==> src/rtl/sw_event_counter_pkg.sv <==
// sw_event_counter_pkg: shared constants, auto-repeat state type and width helper.
package sw_event_counter_pkg;

    localparam logic DIR_UP    = 1'b0;
    localparam logic DIR_DN    = 1'b1;
    localparam logic MODE_WRAP = 1'b0;
    localparam logic MODE_SAT  = 1'b1;

    typedef enum logic [1:0] {IDLE, WAIT_HOLD, REPEAT} state_t;

    function automatic int clog2(input int v);
        int r;
        r = 0;
        while ((1 << r) < v) r++;
        return r;
    endfunction

endpackage

==> src/rtl/sw_event_counter_key_edge.sv <==
// key_edge: 2-FF synchroniser, optional debouncer (DEBOUNCE_EN) and rising-edge pulse.
// A key already held when reset releases is ignored until it is seen low once.
module key_edge #(
    parameter int DEB_CYC = 500_000
) (
    input  logic clk,
    input  logic reset,
    input  logic key,
    output logic level,
    output logic pulse
);

    logic       sync1, sync2, prev, armed;
    logic [1:0] warm;

    if (DEB_CYC < 1) begin : g_bad
        $error("key_edge: DEB_CYC must be >= 1");
    end

    always_ff @(posedge clk or posedge reset) begin
        if (reset) begin
            sync1 <= 1'b0;
            sync2 <= 1'b0;
            prev  <= 1'b0;
            armed <= 1'b0;
            warm  <= 2'b00;
        end else begin
            sync1 <= key;
            sync2 <= sync1;
            prev  <= level;
            warm  <= {warm[0], 1'b1};
            armed <= armed | (warm[1] & ~sync2 & ~level);
        end
    end

`ifdef DEBOUNCE_EN
    logic [31:0] cnt;
    logic        deb;

    always_ff @(posedge clk or posedge reset) begin
        if (reset) begin
            deb <= 1'b0;
            cnt <= '0;
        end else if (sync2 == deb) begin
            cnt <= '0;
        end else if (cnt == 32'(DEB_CYC - 1)) begin
            deb <= sync2;
            cnt <= '0;
        end else begin
            cnt <= cnt + 32'd1;
        end
    end

    assign level = deb;
`else
    assign level = sync2;
`endif

    assign pulse = level & ~prev & armed;

endmodule

==> src/rtl/sw_event_counter.sv <==
// sw_event_counter: switch-loaded up/down event counter with wrap/saturate, sticky
// overflow and held-key auto-repeat. Optional key debouncing via DEBOUNCE_EN.
module sw_event_counter
    import sw_event_counter_pkg::*;
#(
    parameter int WIDTH    = 10,
    parameter int THRESH   = 3,
    parameter int HOLD_CYC = 50_000_000,
    parameter int RPT_CYC  = 5_000_000,
    parameter int DEB_CYC  = 500_000
) (
    input  logic             clk,
    input  logic             reset,
    input  logic [WIDTH-1:0] sw,
    input  logic             key_load,
    input  logic             key_step,
    input  logic             dir,
    input  logic             sat,
    input  logic             auto_en,
    output logic [WIDTH-1:0] rez,
    output logic [WIDTH-1:0] ledr,
    output logic             evt,
    output logic             ovf,
    output logic             at_zero,
    output logic             at_max
);

    localparam int PCW = clog2(WIDTH + 1);

    if (WIDTH < 2 || WIDTH > 32 || THRESH < 0 || THRESH >= WIDTH ||
        HOLD_CYC < 2 || RPT_CYC < 1 || DEB_CYC < 1) begin : g_bad
        $error("sw_event_counter: parameter out of range");
    end

    logic           load_p, step_p, step_lvl, unused_load_lvl;
    logic [PCW-1:0] pc;
    logic           run, tick, edge_hit;
    logic [31:0]    timer;
    state_t         state;

    key_edge #(.DEB_CYC(DEB_CYC)) u_load (
        .clk(clk), .reset(reset), .key(key_load), .level(unused_load_lvl), .pulse(load_p)
    );
    key_edge #(.DEB_CYC(DEB_CYC)) u_step (
        .clk(clk), .reset(reset), .key(key_step), .level(step_lvl), .pulse(step_p)
    );

    always_comb begin
        pc = '0;
        for (int i = 0; i < WIDTH; i++) pc = pc + PCW'(sw[i]);
    end

    assign evt     = pc > PCW'(THRESH);
    assign ledr    = rez;
    assign at_zero = rez == '0;
    assign at_max  = &rez;

    assign run  = step_lvl & auto_en;
    assign tick = (state == IDLE && step_p) ||
                  (state == WAIT_HOLD && run && timer == 32'(HOLD_CYC - 1)) ||
                  (state == REPEAT && run && timer == 32'(RPT_CYC - 1));
    assign edge_hit = (dir == DIR_DN) ? at_zero : at_max;

    always_ff @(posedge clk or posedge reset) begin
        if (reset) begin
            state <= IDLE;
            timer <= '0;
            rez   <= '0;
            ovf   <= 1'b0;
        end else begin
            case (state)
                IDLE: if (step_p) begin
                    timer <= '0;
                    state <= auto_en ? WAIT_HOLD : IDLE;
                end
                WAIT_HOLD: begin
                    state <= !run ? IDLE : tick ? REPEAT : WAIT_HOLD;
                    timer <= tick ? '0 : timer + 32'd1;
                end
                REPEAT: begin
                    state <= run ? REPEAT : IDLE;
                    timer <= tick ? '0 : timer + 32'd1;
                end
                default: state <= IDLE;
            endcase
            // load outranks any step arriving in the same cycle
            if (load_p) begin
                rez <= sw;
                ovf <= 1'b0;
            end else if (tick && evt) begin
                rez <= (edge_hit && sat == MODE_SAT) ? rez : (dir == DIR_DN) ? rez - 1'b1 : rez + 1'b1;
                ovf <= ovf | edge_hit;
            end
        end
    end

endmodule
==> config.mk <==
export PLATFORM = sky130hd
export DESIGN_NAME = sw_event_counter
export DESIGN_NICKNAME = d
export VERILOG_FILES = /design/src/rtl/sw_event_counter_pkg.sv /design/src/rtl/sw_event_counter_key_edge.sv /design/src/rtl/sw_event_counter.sv
export SDC_FILE = /design/constraint.sdc
export NUM_CORES = 1
export LEC_CHECK = 0
export BUFFER_PORTS_ARGS = -buffer_cell sky130_fd_sc_hd__buf_2
export CAP_MARGIN = 20
export CORE_MARGIN = 4
export CORE_UTILIZATION = 50
export DETAILED_ROUTE_END_ITERATION = 10
export PLACE_DENSITY = 0.73
export SYNTH_ARGS = -nofsm -noshare
export SYNTH_HDL_FRONTEND = slang
export SYNTH_SLANG_ARGS = --single-unit
==> constraint.sdc <==
create_clock -name clk -period 2.52 [get_ports clk]
set_clock_uncertainty 0.1 [all_clocks]
set_input_delay 0.126 -clock clk [delete_from_list [all_inputs] [get_ports clk]]
set_output_delay 0.126 -clock clk [all_outputs]
set_load 0.03 [all_outputs]
==> run metrics <==
status finished with violations; failing checks negative setup slack; CP max FO 2; max-slew violation count 0; register area share after synthesis 40.2%; P_leak 0.00189 uW; I/O pin total 41; final period utilization 106%; vias in the first global route 2,776; Storage cell area 1380 um^2; GRT Util Overall 19.1%; Yosys cell types 51; Syn Nets 403; Worst Path Required 2.29 ns; r2r setup slk 0.06 ns; DP HPWL 5690 um; layout cells sized above 1 21.9%; total gr overflow 0; Core Area 6490 um^2; fill cell count 544; synthesis-stage register bit count 55; Worst VDD drop 0.318 mV; Die Area 8230 um^2; total clock sinks 55; slew margin rel. 62.6%; PortBufs 40; PwrDens 799 nW/um^2; Tmin final 2.68 ns; Hold Worst Slack 0.0175 ns; Clk Latency, worst-skew pair 0.31 ns; Mean Syn Cell Area 9.34 um^2; routed vias 2,870; Yosys top cell by area dfrtp_1; Cells after DPL 483; Cells after Synth 366; Routed Antenna Nets 0; Startpoint Class input port; antenna violations before repair 0; number of synthesized flops with an enable pin 0; row count 29; gp weighted congestion 0.857; diodes inserted 0; post-synth top area share 40.2%; Highest Clock Rate 373 MHz; Critical Path End Type output port; Die Wd 90.7 um; Starting Density 52.6%; CTS root buffer clkbuf_8; initial DRC count 106; first-pass GRT wire length 13,100 um; Vias/cell 5.66; pin slew with the least headroom to its limit 0.559 ns; hold violation count in the final report 0; end of the worst register-to-register path ledr[9]$_DFFE_PP0P_; HP Class input port to flip-flop; clk slew on worst S/H paths 0.10 ns; DRC violations left 0; largest net degree at the start of global routing 24; ranking of synthesized cells by area dfrtp_1 (40%), ha_1 (5.1%), nor2_1 (4.5%); YS warnings 0; synthesis-to-layout area growth 19.6%; fin cells 507; RSZ-0062 raised after global routing true; slack of the critical path -0.162 ns; Final setup viols 11; Pre-Repair DR Iteration Count 4; Multi-input gate area 1910 um^2; CTS tree built; Worst Path Arrival 2.46 ns; Die Y 90.7 um; wire per inst 15.4 um; Layout Nets 466; top_reg_cell synth dfrtp_1; clk buf depth 2; CTS H-tree depth 2; final WL 7820 um; WS Path Type input port to output port; CP startpoint sw[5]; Reg2Reg Launch Point timer[0]$_DFFE_PP0P_; R2R cell count 8; worst setup path end evt; Post-synth ARST share 100%; TritonCTS Buffers 5; Post-Syn Area 3420 um^2; max cap viols 0
## flip-flops by register name, summed over array words and instances (netlist names)
register      count
state             2
u_load.sync1      1
u_load.armed      1
u_load.level      1
u_step.armed      1
timer            32
u_step.prev       1
u_load.warm       1
u_load.prev       1
u_step.warm       1
u_step.level      1
ledr             10
ovf               1
u_step.sync1      1
## report_power, final
group / switching, uW / leakage (uW) / internal (uW)
combinational: 996 / 0.00113 / 642
sequential: 154 / 0.000717 / 985
clock: 291 / 0.0000418 / 200
## cell families after synthesis
group / after synthesis / share of synthesized area, %
AND/OR/NAND/NOR: 146 / 22.1
AO/OA/AOI/OAI: 62 / 12.1
flip-flops: 55 / 40.2
buffers and inverters: 41 / 5.82
XOR/XNOR: 30 / 7.68
adder cells (fa/ha/maj): 20 / 8.64
multiplexers: 11 / 3.29
other: 1 / 0.110
## what timing repair did
item	4_1_cts	5_1_grt
hold endpoints to repair	24	0
hold buffers	12	0
pin swaps	4	4
setup buffers	0	4
cloned	0	0
setup endpoints to repair	11	21
gates resized for setup	14	6
## cell usage after synthesis (all sizes together), types with 3 or more instances
cell and number:
dfrtp 55, nor2 41, nand2 36, o21ai 28, inv 24, nand3 19
xnor2 16, ha 14, xor2 14, buf 12, mux2i 9, nand4 9
a21oi 8, o31ai 7, fa 6, clkbuf 5, nor2b 5, nor4bb 5
a21o 4, and3 4, and4 4, nor3 4, nor4 4, or2 4
a31oi 3, o2111ai 3, or3 3, or4 3
## how the worst min path moves through the flow
| stage | start | to | slack (ns) | cells after the start |
|---|---|---|---|---|
| final | sw[3] | ledr[3]$_DFFE_PP0P_ | 0.02 | 4 |
| after global routing | sw[3] | ledr[3]$_DFFE_PP0P_ | 0.06 | 4 |
| after CTS | sw[3] | ledr[3]$_DFFE_PP0P_ | 0.01 | 4 |
| after detailed placement | reset | timer[4]$_DFFE_PP0P_ | -0.01 | 2 |
| after global placement | reset | timer[2]$_DFFE_PP0P_ | 0.004 | 2 |
| after floorplan | key_load | u_load.sync1$_DFF_PP0_ | 0.06 | 0 |
## stage by stage
step / cell area [um^2] / utilization (%) / setup TNS, ns / total power [uW] / setup WS [ns]
floorplan: 3440 / - / -3.71 / 2300 / -0.499
global placement: 3760 / 57.9 / -4.62 / 2600 / -0.438
detailed placement: 3760 / 57.9 / -5.61 / 2660 / -0.546
CTS: 4040 / 62.2 / -0.694 / 3230 / -0.112
global route: 4090 / 63.0 / -2.33 / 3460 / -0.241
finish: 4090 / 63.0 / -1.44 / 3270 / -0.162
## layer usage
metal  GRT usage, %  part of all wire (%)  up-vias
met2           33.0                    49       72
met5              0                     0        -
met4           7.27                   2.3        0
met3           3.08                   3.6       18
met1           23.9                    45     1384
li1               -                     -     1396
## cell type report
type                    count  area share, %
multi-input cells         270           46.7
flip-flops and latches     55           33.6
repair buffers             73           12.9
well taps                  77           2.36
inverters                  24           2.20
clock buffers               6           1.77
clock inverters             2          0.398
## cells in the final DEF (no fill, tap or decap), drive strengths merged, types with 14 or more instances in the layout
cell,synthesis,final
dfrtp,55,55
nor2,41,41
buf,12,61
o21ai,28,28
nand2,36,36
nand3,19,19
xnor2,16,16
xor2,14,14
ha,14,14
inv,24,25
## worst max-delay path: stages
cell,delay (ns)
buf_8,0.10
fa_1,0.56
inv_1,0.06
fa_2,0.33
fa_1,0.50
inv_2,0.05
ha_4,0.27
nand2_4,0.05
o21ai_4,0.17
buf_6,0.13
buf_6,0.12
Power figures use the tool's default switching activity.
